## src/rtl/inst_fetch_unit_pkg.sv

```systemverilog
// rtl/inst_fetch_unit_pkg.sv - fetch FSM state encoding and instruction/address bus widths
`ifndef InstBus
`define InstBus 31:0
`endif
`ifndef InstAddrBus
`define InstAddrBus 31:0
`endif

package inst_fetch_unit_pkg;

    localparam int INST_W = 32;
    localparam int BYTE_W = 8;

    typedef enum logic [2:0] {
        ST_IDLE = 3'd0,
        ST_RD0  = 3'd1,
        ST_RD1  = 3'd2,
        ST_RD2  = 3'd3,
        ST_RD3  = 3'd4,
        ST_DONE = 3'd5
    } fetch_state_t;

endpackage

```

## src/rtl/icache_dm.sv

```systemverilog
// rtl/icache_dm.sv - direct-mapped one-word-per-line instruction cache with lookup and fill ports
module icache_dm
    import inst_fetch_unit_pkg::*;
#(
    parameter int WADDR_W = 30,
    parameter int LINES   = 64
) (
    input  logic               clk,
    input  logic               rst,
    input  logic [WADDR_W-1:0] i_lookup_waddr,
    output logic               o_hit,
    output logic [INST_W-1:0]  o_data,
    input  logic               i_fill_en,
    input  logic [WADDR_W-1:0] i_fill_waddr,
    input  logic [INST_W-1:0]  i_fill_data
);

    localparam int IDX_W = $clog2(LINES);
    localparam int TAG_W = WADDR_W - IDX_W;

    logic [TAG_W-1:0]  r_tag  [LINES];
    logic [INST_W-1:0] r_data [LINES];
    logic [LINES-1:0]  r_valid;

    logic [IDX_W-1:0] w_lk_idx;
    logic [TAG_W-1:0] w_lk_tag;
    logic [IDX_W-1:0] w_fl_idx;

    assign w_lk_idx = i_lookup_waddr[IDX_W-1:0];
    assign w_lk_tag = i_lookup_waddr[WADDR_W-1:IDX_W];
    assign w_fl_idx = i_fill_waddr[IDX_W-1:0];

    assign o_hit  = r_valid[w_lk_idx] && (r_tag[w_lk_idx] == w_lk_tag);
    assign o_data = r_data[w_lk_idx];

    // Only the valid bits need reset; tag/data are qualified by them.
    always_ff @(posedge clk or posedge rst) begin
        if (rst) begin
            r_valid <= '0;
        end else if (i_fill_en) begin
            r_valid[w_fl_idx] <= 1'b1;
        end
    end

    always_ff @(posedge clk) begin
        if (i_fill_en) begin
            r_tag[w_fl_idx]  <= i_fill_waddr[WADDR_W-1:IDX_W];
            r_data[w_fl_idx] <= i_fill_data;
        end
    end

endmodule

```

## src/rtl/inst_fetch_unit.sv

```systemverilog
// rtl/inst_fetch_unit.sv - byte-serial instruction fetch front end; macro ICACHE_EN adds a direct-mapped cache
module inst_fetch_unit
    import inst_fetch_unit_pkg::*;
#(
    parameter int ADDR_W       = 32,
    parameter int ICACHE_LINES = 64
) (
    input  logic              clk,
    input  logic              rst,
    input  logic [ADDR_W-1:0] pc_i,
    input  logic              pc_ce_i,
    input  logic              flush_i,
    output logic [ADDR_W-1:0] mem_addr_o,
    output logic              mem_re_o,
    input  logic [7:0]        mem_din_i,
    output logic [ADDR_W-1:0] inst_addr_o,
    output logic [`InstBus]   inst_o,
    output logic              inst_valid_o,
    output logic              stall_o
);

    if ((ICACHE_LINES < 2) || ((ICACHE_LINES & (ICACHE_LINES - 1)) != 0)) begin : g_lines_check
        $error("ICACHE_LINES must be a power of two >= 2");
    end

    fetch_state_t      r_state;
    fetch_state_t      w_next_state;
    logic [ADDR_W-1:0] r_addr;
    logic [23:0]       r_buf;
    logic [`InstBus]   r_inst;
    logic [ADDR_W-1:0] r_inst_addr;
    logic              r_valid;

    logic              w_accept;
    logic              w_abort;
    logic              w_done_ok;
    logic              w_hit;
    logic [`InstBus]   w_word;
    logic              w_mem_re;
    logic [ADDR_W-1:0] w_mem_addr;

    assign w_accept  = pc_ce_i && !flush_i;
    assign w_abort   = flush_i || (pc_ce_i && (pc_i != r_addr));
    assign w_done_ok = (r_state == ST_DONE) && !w_abort;
    assign w_word    = {mem_din_i, r_buf};

`ifdef ICACHE_EN
    logic [`InstBus] w_hit_data;

    icache_dm #(
        .WADDR_W (ADDR_W - 2),
        .LINES   (ICACHE_LINES)
    ) u_icache (
        .clk            (clk),
        .rst            (rst),
        .i_lookup_waddr (pc_i[ADDR_W-1:2]),
        .o_hit          (w_hit),
        .o_data         (w_hit_data),
        .i_fill_en      (w_done_ok),
        .i_fill_waddr   (r_addr[ADDR_W-1:2]),
        .i_fill_data    (w_word)
    );
`else
    assign w_hit = 1'b0;
`endif

    always_comb begin
        w_next_state = r_state;
        w_mem_re     = 1'b0;
        w_mem_addr   = '0;
        case (r_state)
            ST_IDLE: if (w_accept && !w_hit) w_next_state = ST_RD0;
            ST_RD0: begin
                w_mem_re     = 1'b1;
                w_mem_addr   = r_addr;
                w_next_state = w_abort ? ST_IDLE : ST_RD1;
            end
            ST_RD1: begin
                w_mem_re     = 1'b1;
                w_mem_addr   = r_addr + ADDR_W'(1);
                w_next_state = w_abort ? ST_IDLE : ST_RD2;
            end
            ST_RD2: begin
                w_mem_re     = 1'b1;
                w_mem_addr   = r_addr + ADDR_W'(2);
                w_next_state = w_abort ? ST_IDLE : ST_RD3;
            end
            ST_RD3: begin
                w_mem_re     = 1'b1;
                w_mem_addr   = r_addr + ADDR_W'(3);
                w_next_state = w_abort ? ST_IDLE : ST_DONE;
            end
            ST_DONE: w_next_state = ST_IDLE;
            default: w_next_state = ST_IDLE;
        endcase
    end

    // Memory data trails the address by one cycle, so byte k lands in state RD(k+1)/DONE.
    always_ff @(posedge clk or posedge rst) begin
        if (rst) begin
            r_state     <= ST_IDLE;
            r_addr      <= '0;
            r_buf       <= '0;
            r_inst      <= '0;
            r_inst_addr <= '0;
            r_valid     <= 1'b0;
        end else begin
            r_state <= w_next_state;
            r_valid <= 1'b0;
            if ((r_state == ST_IDLE) && w_accept) r_addr <= pc_i;
            case (r_state)
                ST_RD1:  r_buf[7:0]   <= mem_din_i;
                ST_RD2:  r_buf[15:8]  <= mem_din_i;
                ST_RD3:  r_buf[23:16] <= mem_din_i;
                default: ;
            endcase
            if (w_done_ok) begin
                r_valid     <= 1'b1;
                r_inst      <= w_word;
                r_inst_addr <= r_addr;
            end
`ifdef ICACHE_EN
            if ((r_state == ST_IDLE) && w_accept && w_hit) begin
                r_valid     <= 1'b1;
                r_inst      <= w_hit_data;
                r_inst_addr <= pc_i;
            end
`endif
        end
    end

    assign mem_re_o     = w_mem_re;
    assign mem_addr_o   = w_mem_addr;
    assign inst_o       = r_inst;
    assign inst_addr_o  = r_inst_addr;
    assign inst_valid_o = r_valid;
    assign stall_o      = (r_state != ST_IDLE);

endmodule

```

## config.mk

```make
export PLATFORM = sky130hd
export DESIGN_NAME = inst_fetch_unit
export DESIGN_NICKNAME = d
export VERILOG_FILES = /design/src/rtl/inst_fetch_unit_pkg.sv /design/src/rtl/icache_dm.sv /design/src/rtl/inst_fetch_unit.sv
export SDC_FILE = /design/constraint.sdc
export NUM_CORES = 1
export LEC_CHECK = 0
export ABC_CLOCK_PERIOD_IN_PS = 4100
export BUFFER_PORTS_ARGS = -buffer_cell sky130_fd_sc_hd__buf_2
export CAP_MARGIN = 10
export CORE_AREA = 2 2 134 136
export CTS_BUF_LIST = sky130_fd_sc_hd__clkbuf_8
export CTS_CLUSTER_DIAMETER = 150
export DETAILED_ROUTE_END_ITERATION = 10
export DIE_AREA = 0 0 136 138
export GPL_ROUTABILITY_DRIVEN = 0
export GPL_TIMING_DRIVEN = 0
export PLACE_DENSITY = 0.78
export SETUP_SLACK_MARGIN = 0.05
export SLEW_MARGIN = 10
export SYNTH_ARGS = -nofsm -noshare
export SYNTH_HDL_FRONTEND = slang
export SYNTH_SLANG_ARGS = --single-unit
```

## constraint.sdc

```tcl
create_clock -name clk -period 4.1 [get_ports clk]
set_input_delay 0.615 -clock clk [delete_from_list [all_inputs] [get_ports clk]]
set_output_delay 0.615 -clock clk [all_outputs]
set_load 0.02 [all_outputs]
```

==> results of run 1 <==
[report_power, final]
part,switching [W],internal (W),leakage [nW]
clock,0.000564,0.000548,0.195
combinational,0.000679,0.000354,2.81
sequential,0.000117,0.00137,1.26
total,0.00136,0.00227,4.27
[cells in the mapped netlist (all sizes together), types with 6 or more instances]
master | number | share of area
clkbuf | 84 | 0.034
nand3 | 137 | 0.075
a31oi | 11 | 0.0075
o21ai | 49 | 0.027
o31ai | 6 | 0.0049
nor4 | 8 | 0.0088
a21oi | 79 | 0.043
o41ai | 67 | 0.064
dfrtp | 124 | 0.34
nand2 | 115 | 0.047
inv | 68 | 0.028
a41oi | 7 | 0.0067
xnor2 | 35 | 0.034
o211ai | 65 | 0.086
buf | 39 | 0.033
mux2 | 32 | 0.039
nor2 | 19 | 0.0078
nor3 | 74 | 0.040
or4 | 6 | 0.0053
nand4 | 24 | 0.016
[through the flow]
| step | utilization | std cells | setup WS (ps) | hold WS, ps | cell area [um2] |
|---|---|---|---|---|---|
| floorplan | - | 1104 | 185.8 | 449.8 | 9151 |
| global route | 0.6082 | 1512 | 77.13 | 174.9 | 10660 |
| CTS | 0.6048 | 1507 | 55.55 | 163.2 | 10600 |
| detailed placement | 0.5801 | 1474 | -263.7 | 471.2 | 10170 |
| global placement | 0.5782 | 1473 | -1265 | 462.7 | 10140 |
| finish | 0.6082 | 1512 | 205.4 | 142.6 | 10660 |
[cell families (layout without fill, tap and decap cells)]
| group | count (synthesis) | in the layout | share of synthesized area |
|---|---|---|---|
| AND/OR/NAND/NOR | 402 | 402 | 0.2158 |
| AO/OA/AOI/OAI | 311 | 311 | 0.2651 |
| buffers and inverters | 191 | 370 | 0.09516 |
| flip-flops | 124 | 124 | 0.3391 |
| XOR/XNOR | 37 | 37 | 0.03623 |
| multiplexers | 36 | 36 | 0.04375 |
| adder cells (fa/ha/maj) | 3 | 3 | 0.004922 |
[repair_timing]
| action | CTS | global route |
|---|---|---|
| pin swaps | 0 | 3 |
| buffers inserted | 2 | 5 |
| resized for setup | 9 | 8 |
| endpoints found under the setup margin | 14 | 12 |
[area by class of cell]
type                            count  area (um2)  area share
Multi-Input combinational cell    789        5213      0.4888
Buffer                            122       616.8     0.05784
Clock buffer                       21       289.0     0.02710
Sequential cell                   124        3103      0.2910
Timing Repair Buffer              148       785.8     0.07368
Tap cell                          229       286.5     0.02687
Inverter                           68       264.0     0.02476
Clock inverter                     11       106.4    0.009973
[final timing paths]
kind / startpoint / to / slack, ps / depth (start not counted)
min in group clk: mem_din_i[0] / r_buf[0] / 390 / 3
worst max register to register: r_addr[2] / inst_o[31] / 1390 / 6
worst min register to register: r_buf[22] / r_buf[22] / 490 / 2
worst min-delay path: rst / inst_o[1] / 140 / 2
max in group asynchronous: rst / inst_addr_o[18] / 3230 / 3
worst max-delay path: r_state[2] / mem_addr_o[22] / 210 / 12
[per-layer routing]
metal  routed length (um)  vias up  global-route usage
li1                     -     4441                   -
met1                11960     4541              0.4332
met2                13530      609              0.4777
met3                 2629      100             0.05207
met4                 1242        0              0.1475
met5                    0        -                   0
[state kept, by name, summed over array words and instances, names as in the netlist]
name / flops
r_state: 3
inst_o: 32
inst_valid_o: 1
r_buf: 24
inst_addr_o: 32
r_addr: 32
==> out/summary.md, run 1 <==
For this design the static power due to leakage is 4.267 nW. Row generation in the floorplan step produced 49 rows. The number of port buffers came out at 140. Setup repair after global routing left no endpoint under its margin. The buffer depth of the longest clock path is 2.

Tightest slew margin relative to the limit: 0.3747. During synthesis, Yosys emitted a total of 0 warnings. The min-delay analysis places its worst path in the category input pin to async pin. After clock tree synthesis, the flow added hold-fix buffers numbering 0. VDD sags by at most 0.2647 mV. The net count of the mapped netlist was 1151. The slew of the pin with the lowest slew margin came out at 929.4 ps. The critical path is of the register to output pin type. The run gives 1615 as the number of fillers in the final layout. The delay of the slowest cell on the worst path is 420 ps, and the post-synth design cell area is 9151 um2. 143 I/O pins were placed. The final layout contains 1317 nets.

Remaining global-route overflow: 0. Number of DRC markers in iteration 0: 1119. The mean post-synth cell area works out to 8.289 um2. For this run, the leading register cell type out of synthesis is dfrtp_1. The number of different library cells used by synthesis comes to 60. The logs give 0 for the number of hold violations in the final report and 17530 um2 for the placeable core region. The completed layout was analyzed and its total power is 0.003630 W. Counting flops and latches in the post-synthesis netlist gives 124.

The tool flagged a number of max-cap violations equal to 0. The routed design could run at a clock period as short as 3895 ps. In this run the remaining antenna-violating nets after routing total 0. The tools report the wire length of the first global-routing pass as 46640 um. The run gives 124 as the total number of clock tree sinks.

The cell family contributing the most delay on the critical path is buffers and inverters. Deepest level of the CTS H-tree: 4. The proportion of layout cells with a drive suffix above 1 was 0.2525; the synthesized instance count was 1104. The number of buffers and inverters on the critical path is 4.

The detailed router placed 9691 vias in this run. Along the worst path, the maximum fanout reaches 10. After clock tree synthesis, the clock-pin slew on the worst setup and hold paths is 90 ps. Relative to the synthesized area, the layout overhead comes to 16.53%. The initial antenna violation count was 0; the die outline width was 136 um.

The signal on the critical path passes through buf_4 > nand2_2 > nor2_4 > clkinvlp_4 > fa_2 > nand3b_1 > buf_4 > mux2i_2 > a32oi_1 > o21ai_0 > o21ai_0 > buf_2. TritonCTS created 17 clock buffers. The routed design has 29360 um of wire. The via count of the first global-routing pass was 8890.

The die is 138 um tall. The async set or reset register ratio after synthesis is 1.000, and the detailed-route vias per instance is 6.409. 0 antenna diodes ended up in the layout. The worst setup path is launched from a register. For the final routed database, the setup TNS stands at 0 ps.

The clock root buffer was clkbuf_8. The part of the cycle the worst path needs is 0.9499, and the detailed-route DRC error count is 0. Entering global routing, the biggest net connects 79 pins. The clock latency at the later pin of the worst-skew pair was 480 ps.

The pre-antenna-repair detailed-routing pass consisted of 9 iterations. Maximum clock rate: 256.8 MHz. TritonCTS built the clock tree.

Yosys mapped a number of flops with a built-in enable equal to 0. The global routing usage summed across all routing layers was 0.3131; the die area was 18770 um2. Leaving out fill and tap cells, the most frequent cells in the layout are buf_2 (151), nand3_1 (137), dfrtp_1 (124), nand2_1 (114), clkbuf_1 (83). Power spread over the standard cell area amounts to 340.4 nW/um2. The worst setup path is captured at an output pin. Mean routed wirelength per cell: 19.42 um.

Most common library cell in the layout ignoring fill and taps: buf_2. Setup violations remaining at the end of the flow were counted as 0. The run gives 0.3391 as the portion of the post-synthesis area used by sequential elements.

The flow ran to the end, and the final reports show no timing, DRC or antenna violations. STA puts the critical path data arrival time at 3280 ps. The run gives 0.5219 as the initial standard-cell utilization of the core.

The HPWL after detailed placement is 21350 um. The clock skew was 12.96 ps. On the critical path, the stage with the largest delay is an instance of dfrtp_1. The run gives 3480 ps as the required time of the critical path.

The tools report the final number of max-transition violations as 0.
Power figures use the tool's default switching activity.
==> run 2: changes to the inputs <==
- PLACE_DENSITY: 0.78 -> 0.77
==> run 2 against run 1 <==
Compared with the run above: clock-buffer cell count is 2 lower; fmax fell by 0.95%; register-to-register slack about the same; sequential share of layout area up 0.089 points; sequential power about the same; critical path depth shrank 1; routed wire length rose by 1.7%; worst hold slack better by 3.0 ps.
==> out/summary.md, run 2 (same netlist as run 1, synthesis figures left out) <==
The tools report the fraction of power consumed by the clock network as 0.299 (-0.007). Initial antenna violation count: 0 (unchanged). The run gives 0 (unchanged) as the final number of max-transition violations. The critical path is of the register to output pin type. Mean routed wirelength per cell: 19.77 um (+1.8%).

The run gives 4.246 nW (-0.50%) as the standby leakage power. The number of hold violations in the final report was 0 (unchanged); the number of port buffers was 140 (unchanged). The number of nets in the layout came out at 1316 (-0.076%).

The flow ran to the end, and the final reports show no timing, DRC or antenna violations. The pin count of the biggest net entering global routing is 81 (+2.5%), and the peak supply drop is 0.2410 mV (-9.0%). Remaining global-route overflow: 0 (unchanged). TritonCTS built the clock tree.

The initial standard-cell utilization of the core is 0.5219 (unchanged), and the detailed-route DRC error count is 0 (unchanged). Setup repair after global routing left no endpoint under its margin. The number of DRC markers in iteration 0 was 1118 (-0.089%); the clock input transition at the sequential cells of the worst setup and hold paths was 80 ps (about the same). Type of the worst min-delay path: input pin to async pin.

The relative contribution of sequential cells to total power came out at 0.412 (+0.003). The logs give 0.3883 (+0.01367) for the tightest slew margin relative to the limit and 3320 ps (+40 ps) for the data arrival time of the worst path. The slew of the pin with the lowest slew margin is 910.6 ps (-18.77 ps), and the routed via count is 9821 (+1.3%). The run gives 21630 um (+1.3%) as the half-perimeter wire length after placement.

The deepest level of the CTS H-tree was 4 (unchanged); the pre-CTS setup slack was -327.0 ps (-63.29 ps). The run gives 0 (unchanged) as the max-cap check violation count. The library cell used most frequently in the layout, excluding fill and tap cells, is buf_2.

The combinational cell fraction of total power was 0.288 (+0.003); the sum of routed wire length over all layers was 29870 um (+1.7%). The wire length of the first global-routing pass was 47800 um (+2.5%). The tools report the critical path endpoint category as an output pin. The vertical die dimension was 138 um (unchanged).

The tools report the total number of clock tree sinks as 124 (unchanged). The run gives 17 (unchanged) as the TritonCTS buffer count. The buffer depth of the longest clock path was 2 (unchanged); the post-layout worst setup margin was 167.8 ps (-37.55 ps). The placeable core region was 17530 um2 (unchanged); the detailed-route vias per instance was 6.500 (+1.4%).

The top cell types in the final layout, fill and taps aside, are buf_2 (151), nand3_1 (137), dfrtp_1 (124), nand2_1 (115), clkbuf_1 (83). Number of buffers inserted by hold repair at cts: 0 (unchanged). The switching share of power is 0.3799 (+0.005277), and the top fanout value on the critical path is 8 (-2). The tools report the required time of the critical path as 3480 ps (about the same).

The clock skew is 12.66 ps (-0.2949 ps). The run gives 0 ps (unchanged) as the setup TNS after final layout. The tools report the clock root buffer as clkbuf_8. For the cell-internal power, the log shows 0.002233 W (-1.7%).

Number of top-level pins: 143 (unchanged). The critical path starts at r_state[1]. The global routing usage summed across all routing layers is 0.3181 (+0.004990), and the area added between synthesis and finish is 16.17%. The die area is 18770 um2 (unchanged), and the clock latency at the later pin of the worst-skew pair is 490 ps (about the same). The run gives 0 (unchanged) as the number of antenna cells inserted. The logs give 0 (unchanged) for the number of nets with antenna violations after routing and 0.001368 W (+0.58%) for the net load switching power.

The post-route minimum period came out at 3932 ps (+37.55 ps). The kind of start point of the critical path is a register. The logs give 9114 (+2.5%) for the via count of the first global-routing pass and 8 (-1) for the number of iterations in the first detailed-routing pass. The power per standard cell area was 338.7 nW/um2 (-0.51%).

The maximum clock rate is 254.3 MHz (-0.95%), and the die outline width is 136 um (unchanged). The proportion of layout cells with a drive suffix above 1 is 0.2504 (-0.002143). The startpoint of the lowest-slack register-to-register path was r_addr[18]. The logs give 0 (unchanged) for the final-report setup violation count and 49 (unchanged) for the floorplan row count.

The part of the cycle the worst path needs works out to 0.9591 (+0.009159). The number of fillers in the final layout came out at 1624 (+0.56%).
run 2: worst max-delay path, stage by stage (launching register included):
cell	delay (ps)
dfrtp_1	360
buf_2	170
inv_2	90
nand2_1	100
nor2_4	170
clkinvlp_4	130
fa_2	360
nand3b_1	280
or2_4	310
or4_1	510
o211ai_1	150
buf_4	190
run 2: metal layers:
metal / vias to the layer above / wire (um) / track usage
met4: 0 / 1298 / 0.1497
met5: - / 0 / 0
met1: 4600 / 11890 / 0.4429
li1: 4431 / - / -
met2: 674 / 13680 / 0.4766
met3: 116 / 3007 / 0.06161
run 2: per-stage QoR:
step           instances    util  power [W]  instance area (um2)  hold WS, ps
2_1_floorplan       1104       -   0.002179                 9151        449.8
3_3_place_gp        1473  0.5782   0.002473                10140        462.7
3_5_place_dp        1474  0.5801   0.002505                10170        471.8
4_1_cts             1507  0.6038   0.003569                10590        167.3
5_1_grt             1511  0.6063   0.003755                10630        190.8
6_report            1511  0.6063   0.003601                10630        145.6
run 2: power by group through the flow:
stage / clock, W / sequential [W] / combinational, W
final: 0.00108 / 0.00148 / 0.00104
after global routing: 0.00113 / 0.00150 / 0.00113
after CTS: 0.00108 / 0.00148 / 0.00101
after detailed placement: 0 / 0.00150 / 0.00100
after global placement: 0 / 0.00149 / 0.000979
after floorplan: 0 / 0.00146 / 0.000714
run 2: timing repair:
| action | CTS | global route |
|---|---|---|
| endpoints found under the hold margin | 0 | 0 |
| gates resized for setup | 9 | 6 |
| pin swaps | 1 | 2 |
| setup buffers | 2 | 4 |
| setup endpoints to repair | 14 | 17 |
run 2: final cells by class:
class	instances	area, um2	share of cell area
buffer	122	616.8	0.05802
clock buffer	19	261.5	0.02460
clock inverter	13	117.6	0.01106
inverter	68	264.0	0.02483
multi-input combinational	789	5204	0.4895
sequential	124	3103	0.2919
tap	229	286.5	0.02695
timing repair buffer	147	778.2	0.07320
run 2: final timing paths:
check / end / slack (ps) / cells past startpoint
worst max-delay path: mem_addr_o[28] / 170 / 11
worst min-delay path: inst_addr_o[30] / 150 / 2
worst max register to register: inst_o[31] / 1400 / 6
worst min register to register: r_buf[14] / 480 / 2
max in group asynchronous: inst_addr_o[8] / 3230 / 3
min in group clk: r_addr[12] / 380 / 2
